`src/rtl/hazard_scoreboard.sv`:
```
// Purpose: scoreboard of in-flight destinations; yields load-use stall and EX forward selects.
// Latency: stall is combinational from ID inputs; ex_fwd_sel is registered, aligned with EX.
// Backpressure: stall holds PC and IF/ID and injects a bubble; flush overrides stall.
module hazard_scoreboard #(
   parameter int NUM_READ = 2,
   parameter int D        = 3,
   parameter int AW       = 5,
   parameter int LOAD_LAT = 2,
   parameter int SELW     = $clog2(D),
   parameter int CW       = 32
) (
   input  logic                     clk,
   input  logic                     rst,
   input  logic                     id_valid,
   input  logic [AW-1:0]            id_rd,
   input  logic                     id_regwrite,
   input  logic                     id_is_load,
   input  logic [NUM_READ*AW-1:0]   id_rs,
   input  logic [NUM_READ-1:0]      id_rs_used,
   input  logic                     flush,
   output logic                     stall,
   output logic [NUM_READ*SELW-1:0] ex_fwd_sel,
   output logic [CW-1:0]            stall_count,
   output logic [D-1:0]             pipe_valid
);

   // Stage D (WB) keeps only its valid bit: the register file writes through,
   // so its rd/wr/ld are never consulted. Index k-1 holds stage k.
   logic [AW-1:0]            rd_q [D-1];
   logic [D-2:0]             wr_q;
   logic [D-2:0]             ld_q;

   logic [NUM_READ*SELW-1:0] sel_next;
   logic [NUM_READ-1:0]      load_use;
   logic                     push;

   // Per port, scan oldest to youngest so the youngest matching producer wins.
   always_comb begin
      sel_next = '0;
      load_use = '0;
      for (int p = 0; p < NUM_READ; p++) begin
         for (int k = D - 1; k >= 1; k--) begin
            if (id_rs_used[p] && (id_rs[p*AW +: AW] != '0) &&
                pipe_valid[k-1] && wr_q[k-1] && (rd_q[k-1] != '0) &&
                (rd_q[k-1] == id_rs[p*AW +: AW])) begin
               sel_next[p*SELW +: SELW] = SELW'(k);
               load_use[p]              = ld_q[k-1] && (k < LOAD_LAT);
            end
         end
      end
   end

   // Flush kills the ID instruction, so it also suppresses any stall it would cause.
   always_comb begin
      stall = id_valid && !flush && (|load_use);
      push  = id_valid && !flush && !(|load_use);
   end

   // Shift the scoreboard one stage per cycle; a non-issuing cycle enters as a bubble.
   always_ff @(posedge clk or negedge rst) begin
      if (!rst) begin
         pipe_valid <= '0;
         wr_q       <= '0;
         ld_q       <= '0;
         ex_fwd_sel <= '0;
         for (int k = 0; k < D - 1; k++) rd_q[k] <= '0;
      end else begin
         pipe_valid <= {pipe_valid[D-2:0], push};
         wr_q[0]    <= push && id_regwrite && (id_rd != '0);
         ld_q[0]    <= push && id_is_load;
         rd_q[0]    <= push ? id_rd : '0;
         for (int k = 1; k < D - 1; k++) begin
            wr_q[k] <= wr_q[k-1];
            ld_q[k] <= ld_q[k-1];
            rd_q[k] <= rd_q[k-1];
         end
         ex_fwd_sel <= push ? sel_next : '0;
      end
   end

   // Count stalled cycles, holding at all-ones instead of wrapping.
   always_ff @(posedge clk or negedge rst) begin
      if (!rst) begin
         stall_count <= '0;
      end else if (stall && (stall_count != '1)) begin
         stall_count <= stall_count + 1'b1;
      end
   end

endmodule

```
`config.mk`:
```
export PLATFORM = sky130hd
export DESIGN_NAME = hazard_scoreboard
export DESIGN_NICKNAME = d
export VERILOG_FILES = /design/src/rtl/hazard_scoreboard.sv
export SDC_FILE = /design/constraint.sdc
export NUM_CORES = 1
export LEC_CHECK = 0
export ABC_AREA = 1
export CAP_MARGIN = 20
export CELL_PAD_IN_SITES_DETAIL_PLACEMENT = 0
export CELL_PAD_IN_SITES_GLOBAL_PLACEMENT = 1
export CORE_MARGIN = 10
export CORE_UTILIZATION = 37
export DETAILED_ROUTE_END_ITERATION = 7
export HOLD_SLACK_MARGIN = 0.08
export PLACE_DENSITY_LB_ADDON = 0.1
export REMOVE_ABC_BUFFERS = 1
export SLEW_MARGIN = 20
export SYNTH_ARGS = -nofsm -noshare
export SYNTH_HDL_FRONTEND = slang
export SYNTH_SLANG_ARGS = --single-unit
export TNS_END_PERCENT = 50
```
`constraint.sdc`:
```
create_clock -name clk -period 2.18 [get_ports clk]
set_clock_uncertainty 0.2 [all_clocks]
set_input_delay 0.327 -clock clk [delete_from_list [all_inputs] [get_ports clk]]
set_output_delay 0.327 -clock clk [all_outputs]
set_load 0.02 [all_outputs]
```
==> flow_metrics.tcl, run 1 <==
set metrics [dict create \
    synth-xor-area-share 0.0496 \
    max_stage_delay_ns 0.44 \
    end_kind "output pin" \
    chipHeight_um 115 \
    nNetsFinal 643 \
    clockBufferDepth 2 \
    synthSimpleGateAreaFrac 0.441 \
    syn-mean-instance-area_um2 6.78 \
    final_core_util 0.541 \
    antenna_cells 0 \
    status "finished with violations" \
    cts_htree_levels 2 \
    critPathBufInv 4 \
    rows 34 \
    wl_per_cell_um 14.7 \
    worstPathArrival_ns 1.65 \
    fin_crit_sh 1.00 \
    synth-seq-area-share 0.387 \
    synth_cells 495 \
    grt_usage 0.164 \
    fmax_mhz 458 \
    vias 3571 \
    cts_tree "yes" \
    synth_top_family_by_area "simple AND/OR/NAND/NOR gates" \
    ant_nets 0 \
    drtIter0Drc 157 \
    drv_slew 0 \
    die_area_mm2 0.0133 \
    cap_violations 0 \
    cts.sinks 52 \
    fin_crit_ns 2.18 \
    area_growth_pct 41.1 \
    finalSetupTns_ns -0.00153 \
    hpwl_um 8080 \
    crit_chain "inv_2 -> nand3_1 -> nor2_2 -> buf_4 -> nor2_1 -> nand3_1 -> nand2_2 -> nand3_2 -> inv_2 -> buf_6" \
    final_cells 728 \
    synth_adder_area_share 0.00373 \
    core_area_mm2 0.00876 \
    hp-class "reg -> reg" \
    place_inst 711 \
    start_util 0.383 \
    violations "negative setup slack" \
    grt_start_max_net_pins 53 \
    synth_area_mm2 0.00336 \
    gp_congestion 0.884 \
    yosys_warnings 0 \
    cts_root_buf "clkbuf_8" \
    drive_above_1_share 0.169 \
    route.detailed.drc 0 \
    ys_ff_latch 52 \
    power_mw 1.89 \
    hold_viol 0 \
    synth_compound_area_frac 0.0212 \
    crit_fanout 4 \
    worst-setup-path-type "reg -> out" \
    grt.overflow.total 0 \
    finalSetupViolations 1 \
    multi_input_area_mm2 0.00181 \
    final_cell_mix "nand2_1 (168), inv_1 (63), buf_4 (60), nor2_1 (59), clkdlybuf4s50_1 (51)" \
    rsz0062_at_grt "yes" \
    grt_pass1_wl_um 17800 \
    insertion_delay_ns 0.31 \
    boundaryPins 63 \
    whs_ns 0.222 \
    antenna_found_initial 0 \
    timing.slew.headroom 0.719 \
    irDropWorstVdd_v 0.000198 \
    routed_via_density 4.91 \
    crit_path_start_kind "flop" \
    dieWidth_um 115 \
    wirelength_um 10700 \
    clkTransAtPathRegs_ns 0.10 \
    setup_ws_ns -0.00153 \
    synth.area.mux_share 0 \
    critPathTopFamily "simple AND/OR/NAND/NOR gates" \
    layout.cells.most_common "nand2_1" \
    power_density_mw_per_mm2 400 \
    grt_pass1_vias 3580 \
    p_leak_nw 2.40 \
    ff_latch_area_mm2 0.00130 \
    worstMarginPinSlew_ns 0.422 \
    cp_data_required_time_ns 1.65 \
    yosys.cell_types.count 30 \
    numCtsBuffers 5 \
    port_buffers 62 \
    fill_cells 871 \
    worst_path_max_delay_cell "dfrtp_1" \
    firstDrtPassIters 4 \
]
-- cell type report --
cell class / instances / share of cell area
multi-input combinational: 364 / 0.381
sequential: 52 / 0.275
timing repair buffer: 126 / 0.237
inverter: 70 / 0.0554
tap: 108 / 0.0285
clock buffer: 6 / 0.0153
clock inverter: 2 / 0.00739
-- layer usage --
layer  vias to the layer above  GRT usage  share of wire
met3                        11     0.0359          0.057
met2                        88      0.267           0.48
li1                       1821          -              -
met5                         -          0              0
met1                      1651      0.215           0.46
met4                         0     0.0421          0.012
-- state kept, by name, summed over array words and instances (netlist names) --
| signal | flops |
|---|---|
| pipe_valid | 3 |
| wr_q | 2 |
| rd_q | 10 |
| stall_count | 32 |
| ld_q | 1 |
| ex_fwd_sel | 4 |
-- synthesized netlist by cell type --
| library cell | count | area, µm² |
|---|---|---|
| or2_1 | 1 | 6.26 |
| o2111ai_1 | 2 | 17.5 |
| o22ai_1 | 2 | 12.5 |
| ha_1 | 1 | 12.5 |
| nand2_2 | 3 | 18.8 |
| nand2_4 | 1 | 11.3 |
| nor2_1 | 65 | 244 |
| o21ai_0 | 1 | 5.00 |
| inv_2 | 3 | 11.3 |
| buf_1 | 1 | 3.75 |
| nor2_2 | 2 | 12.5 |
| xor2_1 | 8 | 70.1 |
| nand2_1 | 170 | 638 |
| buf_6 | 2 | 22.5 |
| inv_1 | 67 | 251 |
| nor3_1 | 6 | 30.0 |
| buf_2 | 5 | 25.0 |
| a22o_1 | 1 | 8.76 |
| clkbuf_1 | 3 | 11.3 |
| a21oi_1 | 4 | 20.0 |
| dfrtp_1 | 52 | 1300 |
| nand3_1 | 37 | 185 |
| nand3b_1 | 2 | 15.0 |
| nor2_8 | 1 | 20.0 |
| nor2_4 | 1 | 11.3 |
| nand3_4 | 2 | 35.0 |
| nand4_1 | 39 | 244 |
| xnor2_1 | 11 | 96.3 |
| nand3_2 | 1 | 10.0 |
| o31ai_1 | 1 | 7.51 |
-- through the flow --
step,cell area (µm²),setup WS (ns)
6_report,4740,-0.00153
4_1_cts,4650,0.00102
3_3_place_gp,4500,-0.569
5_1_grt,4740,-0.134
3_5_place_dp,4500,-0.621
2_1_floorplan,3300,-0.358
-- repair_timing --
| action | CTS | global route |
|---|---|---|
| gates cloned | 0 | 2 |
| endpoints found under the setup margin | 1 | 35 |
| hold buffers | 1 | 0 |
| endpoints found under the hold margin | 52 | 0 |
| pin swaps | 6 | 5 |
| buffers inserted | 5 | 2 |
| gates resized for setup | 20 | 16 |
-- cells by family after synthesis --
group,count (synthesis)
DFF,52
adders and majority gates,1
AOI/OAI and AO/OA,11
xor gates and xnor gates,19
buffers and inverters,81
and+or+nand+nor,331
-- final timing paths --
| check | end | cells past startpoint | slack, ns | start |
|---|---|---|---|---|
| max in group asynchronous | stall_count[10]$_DFFE_PN0P_ | 3 | 1.20 | rst |
| min in group asynchronous | rd_q[2]$_DFF_PN0_ | 3 | 0.32 | rst |
| worst min-delay path | pipe_valid[2]$_DFF_PN0_ | 0 | 0.22 | pipe_valid[1]$_DFF_PN0_ |
| worst max register to register | stall_count[12]$_DFFE_PN0P_ | 12 | 0.06 | rd_q[8]$_DFF_PN0_ |
| worst max-delay path | stall | 10 | -0.002 | rd_q[8]$_DFF_PN0_ |
| worst min register to register | pipe_valid[2]$_DFF_PN0_ | 0 | 0.22 | pipe_valid[1]$_DFF_PN0_ |
-- power breakdown --
group	total, mW	internal (mW)	switching [mW]
clock network	0.676	0.342	0.334
registers	0.987	0.976	0.0111
logic	0.231	0.112	0.119
total	1.89	1.43	0.465
Note: power is estimated with default switching activity, not from simulation.
==> inputs of run 2 (changes only) <==
- RECOVER_POWER: default -> 100
==> flow_metrics.tcl, run 2 (synthesis results as in run 1) <==
set metrics [dict create \
    clkTransAtPathRegs_ns 0.10 \
    hp-class "reg -> reg" \
    worstPathArrival_ns 1.65 \
    antenna_found_initial 0 \
    r2r-start "rd_q[8]$_DFF_PN0_" \
    core_area_mm2 0.00876 \
    area_growth_pct 39.8 \
    vias 3569 \
    wl_per_cell_um 14.7 \
    crit_path_start_kind "flop" \
    min_path_cells 0 \
    grt.overflow.total 0 \
    irDropWorstVdd_v 0.000195 \
    finalSetupViolations 1 \
    power_mw 1.89 \
    numCtsBuffers 5 \
    timing.rr.end "stall_count[12]$_DFFE_PN0P_" \
    grt_pass1_vias 3580 \
    drive_above_1_share 0.165 \
    clockBufferDepth 2 \
    largest_reg_flops 32 \
    largest_registers "stall_count x32, rd_q x10, ex_fwd_sel x4" \
    fin_crit_sh 1.00 \
    start_util 0.383 \
    hold_viol 0 \
    die_area_mm2 0.0133 \
    rows 34 \
    antenna_cells 0 \
    violations "negative setup slack" \
    setup_ws_ns -0.000520 \
    fin_crit_ns 2.18 \
    power_density_mw_per_mm2 402 \
    worst-setup-path-type "reg -> out" \
    cap_violations 0 \
    dieWidth_um 115 \
    timing.slew.headroom 0.220 \
    boundaryPins 63 \
    status "finished with violations" \
    regMostFlops "stall_count" \
    final_cell_mix "nand2_1 (169), inv_1 (63), nor2_1 (59), buf_4 (56), dfrtp_1 (50)" \
    r2r.worst_path.cells 12 \
    firstDrtPassIters 5 \
    fill_cells 881 \
    insertion_delay_ns 0.31 \
    cp_data_required_time_ns 1.65 \
    routed_via_density 4.90 \
    grt_pass1_wl_um 17800 \
    drtIter0Drc 161 \
    drv_slew 0 \
    hpwl_um 8080 \
    nNetsFinal 643 \
    end_kind "output pin" \
    chipHeight_um 115 \
    gp_congestion 0.884 \
    grt_start_max_net_pins 53 \
    cts_htree_levels 2 \
    finalSetupTns_ns -0.000520 \
    ff_latch_area_mm2 0.00130 \
    port_buffers 62 \
    worstHoldStart "pipe_valid[1]$_DFF_PN0_" \
    grt_usage 0.164 \
    ant_nets 0 \
    p_leak_nw 2.47 \
    wirelength_um 10700 \
    ff2ff_setup_slack_ns 0.07 \
    worstMarginPinSlew_ns 1.17 \
    multi_input_area_mm2 0.00178 \
    crit_fanout 4 \
    layout.cells.most_common "nand2_1" \
    fmax_mhz 459 \
    route.detailed.drc 0 \
    cts_tree "yes" \
    cts_root_buf "clkbuf_8" \
    cts.sinks 52 \
    holdPathEnd "pipe_valid[2]$_DFF_PN0_" \
    rsz0062_at_grt "yes" \
]
[run 2: changes by cell type in the layout (fill, tap and decap cells not counted), moves of 2 or more]
cell / delta
clkbuf_4: +2
dlygate4sd3_1: +38
buf_4: -4
clkdlybuf4s50_1: -38
clkbuf_1: +2
[run 2: routing by layer]
layer  vias to the layer above  track usage  part of all wire
met4                         0       0.0421             0.012
li1                       1821            -                 -
met1                      1632        0.215              0.45
met2                       105        0.267              0.47
met3                        11       0.0359             0.062
met5                         -            0                 0
[run 2: worst max-delay path by stage]
| stage | start | end | slack (ns) | cells after the start |
|---|---|---|---|---|
| after floorplan | id_valid | ex_fwd_sel[0]$_DFF_PN0_ | -0.36 | 5 |
| after global placement | id_rs[1] | stall | -0.57 | 10 |
| after detailed placement | id_rs[1] | stall | -0.62 | 10 |
| after CTS | rd_q[8]$_DFF_PN0_ | stall | 0.001 | 9 |
| after global routing | rd_q[7]$_DFF_PN0_ | stall | -0.13 | 10 |
| final | rd_q[8]$_DFF_PN0_ | stall | -0.0005 | 10 |
[run 2: what timing repair did]
| action | 4_1_cts | 5_1_grt |
|---|---|---|
| pin swaps | 6 | 5 |
| gates resized for setup | 20 | 16 |
| gates cloned | 0 | 2 |
| hold endpoints to repair | 52 | 0 |
| endpoints found under the setup margin | 1 | 35 |
| hold buffers | 1 | 0 |
| buffers inserted | 5 | 2 |
[run 2: final cells by class]
type	instances	area share
inverter	70	0.0560
sequential	52	0.278
multi-input combinational	364	0.380
tap	108	0.0288
timing repair buffer	126	0.235
clock buffer	6	0.0155
clock inverter	2	0.00746
[run 2: power breakdown]
group / switching [mW] / internal [mW] / leakage (nW)
combinational: 0.118 / 0.106 / 1.70
clock: 0.333 / 0.342 / 0.0552
sequential: 0.0109 / 0.976 / 0.714
total: 0.462 / 1.42 / 2.47
[run 2: metrics by stage]
step	hold WS, ns	instance area (µm²)	instances	setup WS [ns]	util
after floorplan	-0.169	3300	484	-0.358	-
after global placement	0.146	4500	711	-0.569	0.514
after detailed placement	0.147	4500	711	-0.621	0.514
after CTS	0.237	4650	724	0.00102	0.531
after global routing	0.246	4690	728	-0.134	0.536
final	0.217	4690	728	-0.000520	0.536
[run 2: worst max-delay path, cell delays in order, from the launching register on]
cell and delay, ns:
dfrtp_1 0.44, inv_2 0.08, nand3_1 0.11, nor2_2 0.05
buf_4 0.13, nor2_1 0.09, nand3_1 0.08, nand2_2 0.10
nand3_2 0.08, inv_2 0.08, buf_6 0.11
